## config.mk

```make
export PLATFORM = sky130hd
export DESIGN_NAME = uart_tx_fifo_flat
export DESIGN_NICKNAME = d
export VERILOG_FILES = /design/src/rtl/uart_tx_fifo_if.sv /design/src/rtl/uart_tx_fifo.sv /design/src/flat_wrapper.sv
export SDC_FILE = /design/constraint.sdc
export NUM_CORES = 1
export LEC_CHECK = 0
export CAP_MARGIN = 25
export CORE_ASPECT_RATIO = 0.8
export CORE_MARGIN = 4
export CORE_UTILIZATION = 50
export DETAILED_ROUTE_END_ITERATION = 6
export GPL_ROUTABILITY_DRIVEN = 0
export PLACE_DENSITY = 0.68
export SETUP_SLACK_MARGIN = 0.05
export SYNTH_ARGS = -nofsm -noshare
export SYNTH_HDL_FRONTEND = slang
export SYNTH_SLANG_ARGS = --single-unit
```

## constraint.sdc

```tcl
create_clock -name clk -period 3.6 [get_ports clk]
set_input_delay 1.08 -clock clk [delete_from_list [all_inputs] [get_ports clk]]
set_output_delay 1.08 -clock clk [all_outputs]
set_load 0.02 [all_outputs]
```

## src/rtl/uart_tx_fifo_if.sv

```systemverilog
// -----------------------------------------------------------------------------
// uart_tx_fifo_if
// Signal bundle between the THR write path / transmit serializer and the
// 16550 transmit holding FIFO.
//
//   master : the bus/serializer side. It drives en, clr, push, din and pop.
//            It observes dout, empty, full, thre, count and overrun.
//   slave  : the FIFO side, with the opposite directions.
//
//   en      FCR[0] FIFO enable (0 = 16450 single-byte mode)
//   clr     FCR[2] TX FIFO reset pulse
//   push    THR write strobe
//   din     THR write data
//   pop     serializer read request (level; each rising edge consumes one)
//   dout    head-of-queue character, first-word-fall-through, 0 when empty
//   empty   no characters stored
//   full    count equals current capacity
//   thre    LSR THRE, identical to empty
//   count   characters stored
//   overrun one-cycle pulse after a push was rejected because the FIFO was full
// -----------------------------------------------------------------------------
interface uart_tx_fifo_if #(
   parameter int DEPTH = 16,
   parameter int WIDTH = 8
);
   localparam int CW = $clog2(DEPTH) + 1;

   logic             en;
   logic             clr;
   logic             push;
   logic [WIDTH-1:0] din;
   logic             pop;
   logic [WIDTH-1:0] dout;
   logic             empty;
   logic             full;
   logic             thre;
   logic [CW-1:0]    count;
   logic             overrun;

   modport master (
      output en, clr, push, din, pop,
      input  dout, empty, full, thre, count, overrun
   );

   modport slave (
      input  en, clr, push, din, pop,
      output dout, empty, full, thre, count, overrun
   );
endinterface

```

## src/rtl/uart_tx_fifo.sv

```systemverilog
// -----------------------------------------------------------------------------
// uart_tx_fifo
// Transmit holding FIFO for the UART 16550 core. The FIFO buffers characters
// written through THR and presents the oldest one on dout as a
// first-word-fall-through output. It advances once for each rising edge of the
// serializer's level-held pop. Capacity is DEPTH in FIFO mode (en=1) and 1 in
// 16450 mode (en=0). A clr pulse, or any change of en, flushes the contents.
//
// Ports
//   clk  core clock
//   rst  synchronous, active-high reset
//   bus  uart_tx_fifo_if.slave: en, clr, push, din, pop in;
//        dout, empty, full, thre, count, overrun out
// -----------------------------------------------------------------------------
module uart_tx_fifo #(
   parameter int DEPTH = 16,
   parameter int WIDTH = 8
) (
   input  logic               clk,
   input  logic               rst,
   uart_tx_fifo_if.slave      bus
);
   localparam int AW = $clog2(DEPTH);
   localparam int CW = AW + 1;

   logic [WIDTH-1:0] mem [DEPTH];
   logic [AW-1:0]    wr_ptr;
   logic [AW-1:0]    rd_ptr;
   logic [CW-1:0]    count_q;
   logic             pop_d;
   logic             en_d;
   logic             overrun_q;

   logic [CW-1:0]    capacity;
   logic             empty_c;
   logic             full_c;
   logic             pop_evt;
   logic             flush;
   logic             do_pop;
   logic             do_push;
   logic             ovr_req;

   // NOTE: every signal driven in always_comb receives a default first, so
   // that no path leaves it unassigned and no latch is inferred.
   always_comb begin
      capacity = bus.en ? CW'(DEPTH) : CW'(1);
      empty_c  = (count_q == '0);
      full_c   = (count_q == capacity);
      // Only the rising edge of pop consumes a character.
      pop_evt  = bus.pop & ~pop_d;
      // A mode change flushes the FIFO exactly as FCR[2] does.
      flush    = bus.clr | (en_d != bus.en);
      do_pop   = pop_evt & ~empty_c;
      // When the FIFO is full, a pop in the same cycle frees the slot first.
      do_push  = bus.push & (~full_c | do_pop);
      ovr_req  = bus.push & full_c & ~pop_evt;
   end

   // NOTE: sequential state uses non-blocking assignments only, so every
   // register samples values from before the edge.
   always_ff @(posedge clk) begin
      if (rst) begin
         wr_ptr    <= '0;
         rd_ptr    <= '0;
         count_q   <= '0;
         pop_d     <= 1'b0;
         en_d      <= bus.en;
         overrun_q <= 1'b0;
      end else begin
         // pop_d and en_d keep tracking during a flush. Then a held pop is
         // not counted again later, and the flush does not repeat.
         pop_d <= bus.pop;
         en_d  <= bus.en;
         if (flush) begin
            wr_ptr    <= '0;
            rd_ptr    <= '0;
            count_q   <= '0;
            overrun_q <= 1'b0;
         end else begin
            if (do_push) wr_ptr <= wr_ptr + AW'(1);
            if (do_pop)  rd_ptr <= rd_ptr + AW'(1);
            if (do_push && !do_pop)
               count_q <= count_q + CW'(1);
            else if (do_pop && !do_push)
               count_q <= count_q - CW'(1);
            overrun_q <= ovr_req;
         end
      end
   end

   // NOTE: the storage array is deliberately not reset. The pointers and the
   // count define which entries are valid, so resetting the array would add
   // cost without changing behaviour.
   always_ff @(posedge clk) begin
      if (do_push && !flush)
         mem[wr_ptr] <= bus.din;
   end

   // dout comes from registered state only. The serializer can therefore latch
   // dout in the same cycle that it raises pop.
   assign bus.dout    = empty_c ? '0 : mem[rd_ptr];
   assign bus.empty   = empty_c;
   assign bus.thre    = empty_c;
   assign bus.full    = full_c;
   assign bus.count   = count_q;
   assign bus.overrun = overrun_q;

endmodule

```

## src/flat_wrapper.sv

```systemverilog
// flat-port wrapper written by rule: the top's interface ports become plain ports
module uart_tx_fifo_flat 
#(
   parameter int DEPTH = 16,
   parameter int WIDTH = 8
)
  (clk, rst, bus_en, bus_clr, bus_push, bus_din, bus_pop, bus_dout, bus_empty, bus_full, bus_thre, bus_count, bus_overrun);
  uart_tx_fifo_if #(.DEPTH(DEPTH), .WIDTH(WIDTH)) bus_i ();
  input  logic clk;
  input  logic rst;
  input wire logic [$bits(bus_i.en)-1:0] bus_en;
  input wire logic [$bits(bus_i.clr)-1:0] bus_clr;
  input wire logic [$bits(bus_i.push)-1:0] bus_push;
  input wire logic [$bits(bus_i.din)-1:0] bus_din;
  input wire logic [$bits(bus_i.pop)-1:0] bus_pop;
  output wire logic [$bits(bus_i.dout)-1:0] bus_dout;
  output wire logic [$bits(bus_i.empty)-1:0] bus_empty;
  output wire logic [$bits(bus_i.full)-1:0] bus_full;
  output wire logic [$bits(bus_i.thre)-1:0] bus_thre;
  output wire logic [$bits(bus_i.count)-1:0] bus_count;
  output wire logic [$bits(bus_i.overrun)-1:0] bus_overrun;
  assign bus_i.en = bus_en;
  assign bus_i.clr = bus_clr;
  assign bus_i.push = bus_push;
  assign bus_i.din = bus_din;
  assign bus_i.pop = bus_pop;
  assign bus_dout = bus_i.dout;
  assign bus_empty = bus_i.empty;
  assign bus_full = bus_i.full;
  assign bus_thre = bus_i.thre;
  assign bus_count = bus_i.count;
  assign bus_overrun = bus_i.overrun;
  uart_tx_fifo #(.DEPTH(DEPTH), .WIDTH(WIDTH)) u_core (.clk(clk), .rst(rst), .bus(bus_i));
endmodule
```

Yosys cells after proc, flatten, opt, wreduce, memory -nomap -nowiden
Memory sizes are Yosys's and may differ from the RTL's. A register that Yosys moved wholly into a read port is not among the register bits.
Cells that the tools add are included.

storage, ports and cells
  bits in registers = 16
  bits in latches = 0
  bits in writable memories = 128
  memory bits (read-only) = 0
  input bits = 14
  output and inout bits = 17
  word-level logic and storage cells = 41
  memories kept = 1

memory list
  memory      depth  width  rd ports  clocked after memory_dff  wr ports  line                source
  u_core.mem  16     8      1         1                         1         uart_tx_fifo.sv:26  logic [WIDTH-1:0] mem [DEPTH];

operators by class
  $add $sub $neg = 4
  multipliers = 0
  divide/modulo/power cells = 0
  order comparisons = 0
  equal/unequal tests = 2
  shift operators = 0
  mux-type cells = 8
  bitwise operators = 11
  reductions and logical operators = 9

operators with widths
  kind                                               count
  2-to-1 mux 5 bit                                   3
  adder 4 x 1 -> 4 bit (second input constant)       2
  2-to-1 mux 4 bit                                   2
  2-to-1 mux 8 bit                                   1
  adder 5 x 1 -> 5 bit (second input constant)       1
  AND 1 bit                                          5
  equality test 5 bit                                1
  logical NOT 5 bit                                  1
  subtractor 5 x 1 -> 5 bit (second input constant)  1
  inverter 1 bit                                     4
  logical AND 1 bit                                  3
  logical NOT 1 bit                                  3
  2-to-1 mux 1 bit                                   2
  bitwise OR 1 bit                                   2
  nonzero test 2 bit                                 1
  OR reduction 2 bit                                 1
  != test 1 bit                                      1

Logic depth before layout (Yosys ltp)
  depth in word-level cells = 9
  depth in mapped cells = 10
  mapped depth without buffers = 10

Least setup slack after synthesis
Ideal clock, no wire load.

  kind = in2reg
  from = in bus_en
  to = reg u_core.count_q[3], in the netlist u_core.bus.count[3]
  setup time = 71 ps
  arrival time = 2954 ps
  data required time = 3529 ps
  path slack = 575 ps
  stages on the path = 10
  buffers on the path = 0
  path through = nor3b_2 -> o211ai_2 -> and2_1 -> ha_1 -> inv_1 -> ha_1 -> a21o_1 -> a2111oi_0 -> a31oi_1 -> a21oi_1

on the way
  word-level cells in the longest chain between the ends = 8
  elaborated cells between the ends (all ways) = 13
  classes of those cells = eq/ne (2); mux (2); bitwise (4); reduce/logical (5)

ends and longest elaborated chain
  item                          line                source
  start, declared               flat_wrapper.sv:11  input wire logic [$bits(bus_i.en)-1:0] bus_en;
  2-to-1 mux 5 bit (*)          uart_tx_fifo.sv:46  capacity = bus.en ? CW'(DEPTH) : CW'(1);
  equality test 5 bit (*)       uart_tx_fifo.sv:48  full_c = (count_q == capacity);
  inverter 1 bit (*)            uart_tx_fifo.sv:55  do_push = bus.push & (~full_c | do_pop);
  bitwise OR 1 bit (*)          uart_tx_fifo.sv:55
  AND 1 bit (*)                 uart_tx_fifo.sv:55
  via u_core.do_push            uart_tx_fifo.sv:40  logic do_push;
  logical NOT 1 bit             uart_tx_fifo.sv:84  else if (do_pop && !do_push)
  logical AND 1 bit             uart_tx_fifo.sv:84
  nonzero test 2 bit (no line)  --
  end signal, assigned          uart_tx_fifo.sv:83  count_q <= count_q + CW'(1);
  end signal, assigned          uart_tx_fifo.sv:85  count_q <= count_q - CW'(1);
  end, declared                 uart_tx_fifo.sv:29  logic [CW-1:0] count_q;

The timed path passes the listed nets; every way through them passes the cells marked *.
A chain may end at the register's enable or synchronous reset.

==> impl_results.md <==
- Clock Latency Late Sink: 420 ps
- Die area: 13,900 um^2
- Worst setup EP type: output pin
- DRC: 0
- Core area: 11,700 um^2
- Status: finished, final reports clean
- H-tree levels: 4
- Final clock skew: 10.2 ps
- LEAKAGE: 2.41 nW
- CTS tree: done
- Netlist cell types: 41
- Setup TNS: 0 ps
- Pwr dens: 535 nW/um^2
- Fin util: 0.625
- Synth Cell Area: 6050 um^2
- Initial antenna violation count: 0
- Initial core utilization: 0.517
- Post-Syn Instances: 337
- CTS root buf: clkbuf_16
- Syn Nets: 361
- I/O pin cnt: 31
- Buf/Inv on CP: 2
- Total CTS buffers: 17
- Area Growth Syn to Fin: 20.7%
- Nets: 418
- Worst-margin pin slew: 672 ps
- Clk sinks: 148
- Largest net degree at the start of global routing: 33
- WL/cell: 20.4 um
- Row Count: 35
- Die height: 106 um
- Register area share after synthesis: 0.701
- Max Slew Vio Count: 0
- DR vias: 3,187
- Number of max-cap violations: 0
- Worst path most repeated cell: a211oi_1
- DP Wirelength: 7.11 mm
- Final worst slack: 113 ps
- Worst endpoint data arrival time: 2410 ps
- Crit-path max cell delay: 550 ps
- Hold Crit Class: reg2reg
- Crit-path max FO: 12
- Setup bufs post-CTS: 0
- Endpoints failing setup: 0
- Worst slew margin: 0.551
- Synthesized area per cell: 18.0 um^2
- CP Class: reg2out
- Crit path max-delay cell type: mux4_1
- Peak VDD IR: 0.000303 V
- First-pass GRT wire length: 18.0 mm
- Yosys reg bits: 148
- Final Cycle Share: 0.969
- GRT Total Usage: 0.179
- Clock edge transition at the registers on the reported setup and hold paths: 60 ps
- Final Power: 3.91 mW
- Post-layout min period: 3490 ps
- Ant. Diodes: 0
- Vias per cell: 5.74
- Post-Route WL: 11.3 mm
- Crit-path cells: bufbuf_16 -> mux4_1 -> a211oi_1 -> a211oi_1 -> dlygate4sd2_1
- F_max: 0.287 GHz
- Initial DRC Count: 273
- Post-route ant nets: 0
- DRT Pass-1 Iters: 4
- Final hold slack: 519 ps
- Crit start category: flop
- Crit-path leading delay family: buffers and inverters
- Input/output buffers: 30
- Share of post-route cells with drive strength above 1: 0.224
- Clk buf depth: 2
- WP data required: 2520 ps
- Pre-CTS setup slack: -77.2 ps
- Synthesis Warnings: 0
- Final hold viol count: 0
- Number of global-route vias before repair: 3,223
- Gr ovfl total: 0
- RSZ-0062 raised after global routing: true
- Die X: 131 um
## final timing paths
path                            slack, ps  depth (start not counted)           startpoint                  end
worst min register to register        520                          2     u_core.rd_ptr[3]                 flop
worst min-delay path                  520                          2     u_core.rd_ptr[3]                 flop
worst max register to register        950                         11  u_core.bus.count[0]  u_core.bus.count[3]
worst max-delay path                  110                          5                 flop          bus_dout[0]
## cells in the final DEF (no fill, tap or decap), types with 10 or more instances in the layout
cell / synthesis / final
nor2_1: 24 / 24
a211oi_1: 19 / 18
clkbuf_16: 0 / 17
buf_4: 4 / 25
edfxtp_1: 128 / 128
dfxtp_1: 20 / 18
mux2i_1: 10 / 10
clkdlybuf4s50_1: 0 / 21
mux4_2: 23 / 23
## through the flow
step	area, um^2	cells
2_1_floorplan	6050	337
3_3_place_gp	6650	522
3_5_place_dp	6650	522
4_1_cts	7310	555
5_1_grt	7300	555
6_report	7300	555
## final cells by class
class	instances	area, um^2
clock inverters	14	200
well taps	148	185
flip-flops and latches	148	4250
clock buffers	18	429
inverters	6	22.5
fillers	813	4390
multi-input cells	162	1660
repair buffers	59	563
## power by group
group          switching [mW]  internal, mW
Clock                   0.689          1.17
Sequential            0.00575          1.87
Combinational           0.104        0.0709
Total                   0.798          3.11
## repair_timing
action / CTS / global route
resized for setup: 13 / 6
pin swaps: 0 / 0
endpoints found under the setup margin: 9 / 3
hold buffers: 0 / 0
gates cloned: 1 / 0
## state kept, by name, summed over array words and instances (netlist names), named ones only
name and count:
u_core.bus.overrun 1, u_core.pop_d 1, u_core.en_d 1, u_core.rd_ptr 4, u_core.bus.count 5, u_core.wr_ptr 4
u_core.mem 128
## worst register-to-register path: stages, from the launching register on
cell       delay (ps)
dfxtp_1           470
nor3b_2           280
buf_4             150
o211ai_2           90
and2_1            190
ha_1              190
inv_1             140
ha_1              260
a21o_1            200
a2111oi_0         400
a31oi_1            80
a21oi_1           130
## per-layer routing
layer	global-route usage	part of all wire
met5	0	0
met4	0.0595	0.0087
met3	0.0487	0.052
met2	0.278	0.49
met1	0.245	0.45
## cells in the mapped netlist
cell,count,area [um^2]
edfxtp_1,128,3840
nor2_1,24,90.1
mux4_2,23,518
dfxtp_1,20,400
a211oi_1,19,143
mux2i_1,10,100
ha_1,9,113
mux4_1,9,236
nor2b_1,9,56.3
a21oi_1,8,40.0
buf_2,6,30.0
inv_1,6,22.5
nand4_1,6,37.5
clkbuf_1,5,18.8
nor3_1,5,25.0
buf_4,4,30.0
nand2_1,4,15.0
nand2b_1,4,25.0
buf_1,3,11.3
nand3_1,3,15.0
o21ai_0,3,15.0
or3_1,3,18.8
xnor2_1,3,26.3
a21o_1,2,15.0
a31oi_1,2,12.5
and2_1,2,12.5
buf_6,2,22.5
xor2_1,2,17.5
a2111oi_0,1,8.76
a22oi_1,1,7.51
a31o_1,1,8.76
and3_1,1,6.26
and3b_1,1,8.76
buf_12,1,20.0
fa_1,1,20.0
nor3_2,1,10.0
nor3b_2,1,12.5
o211a_1,1,10.0
o211ai_2,1,12.5
o21a_1,1,7.51
o31ai_1,1,7.51
## kinds of logic (layout without fill, tap and decap cells)
group / after synthesis / after routing / synth area share
AOI/OAI and AO/OA: 41 / 41 / 0.0476
DFF: 148 / 148 / 0.701
muxes: 42 / 42 / 0.141
buffers and inverters: 27 / 97 / 0.0256
xor gates and xnor gates: 5 / 5 / 0.00724
and+or+nand+nor: 64 / 64 / 0.0550
adders and majority gates: 10 / 10 / 0.0219
Note: power is estimated with default switching activity, not from simulation.
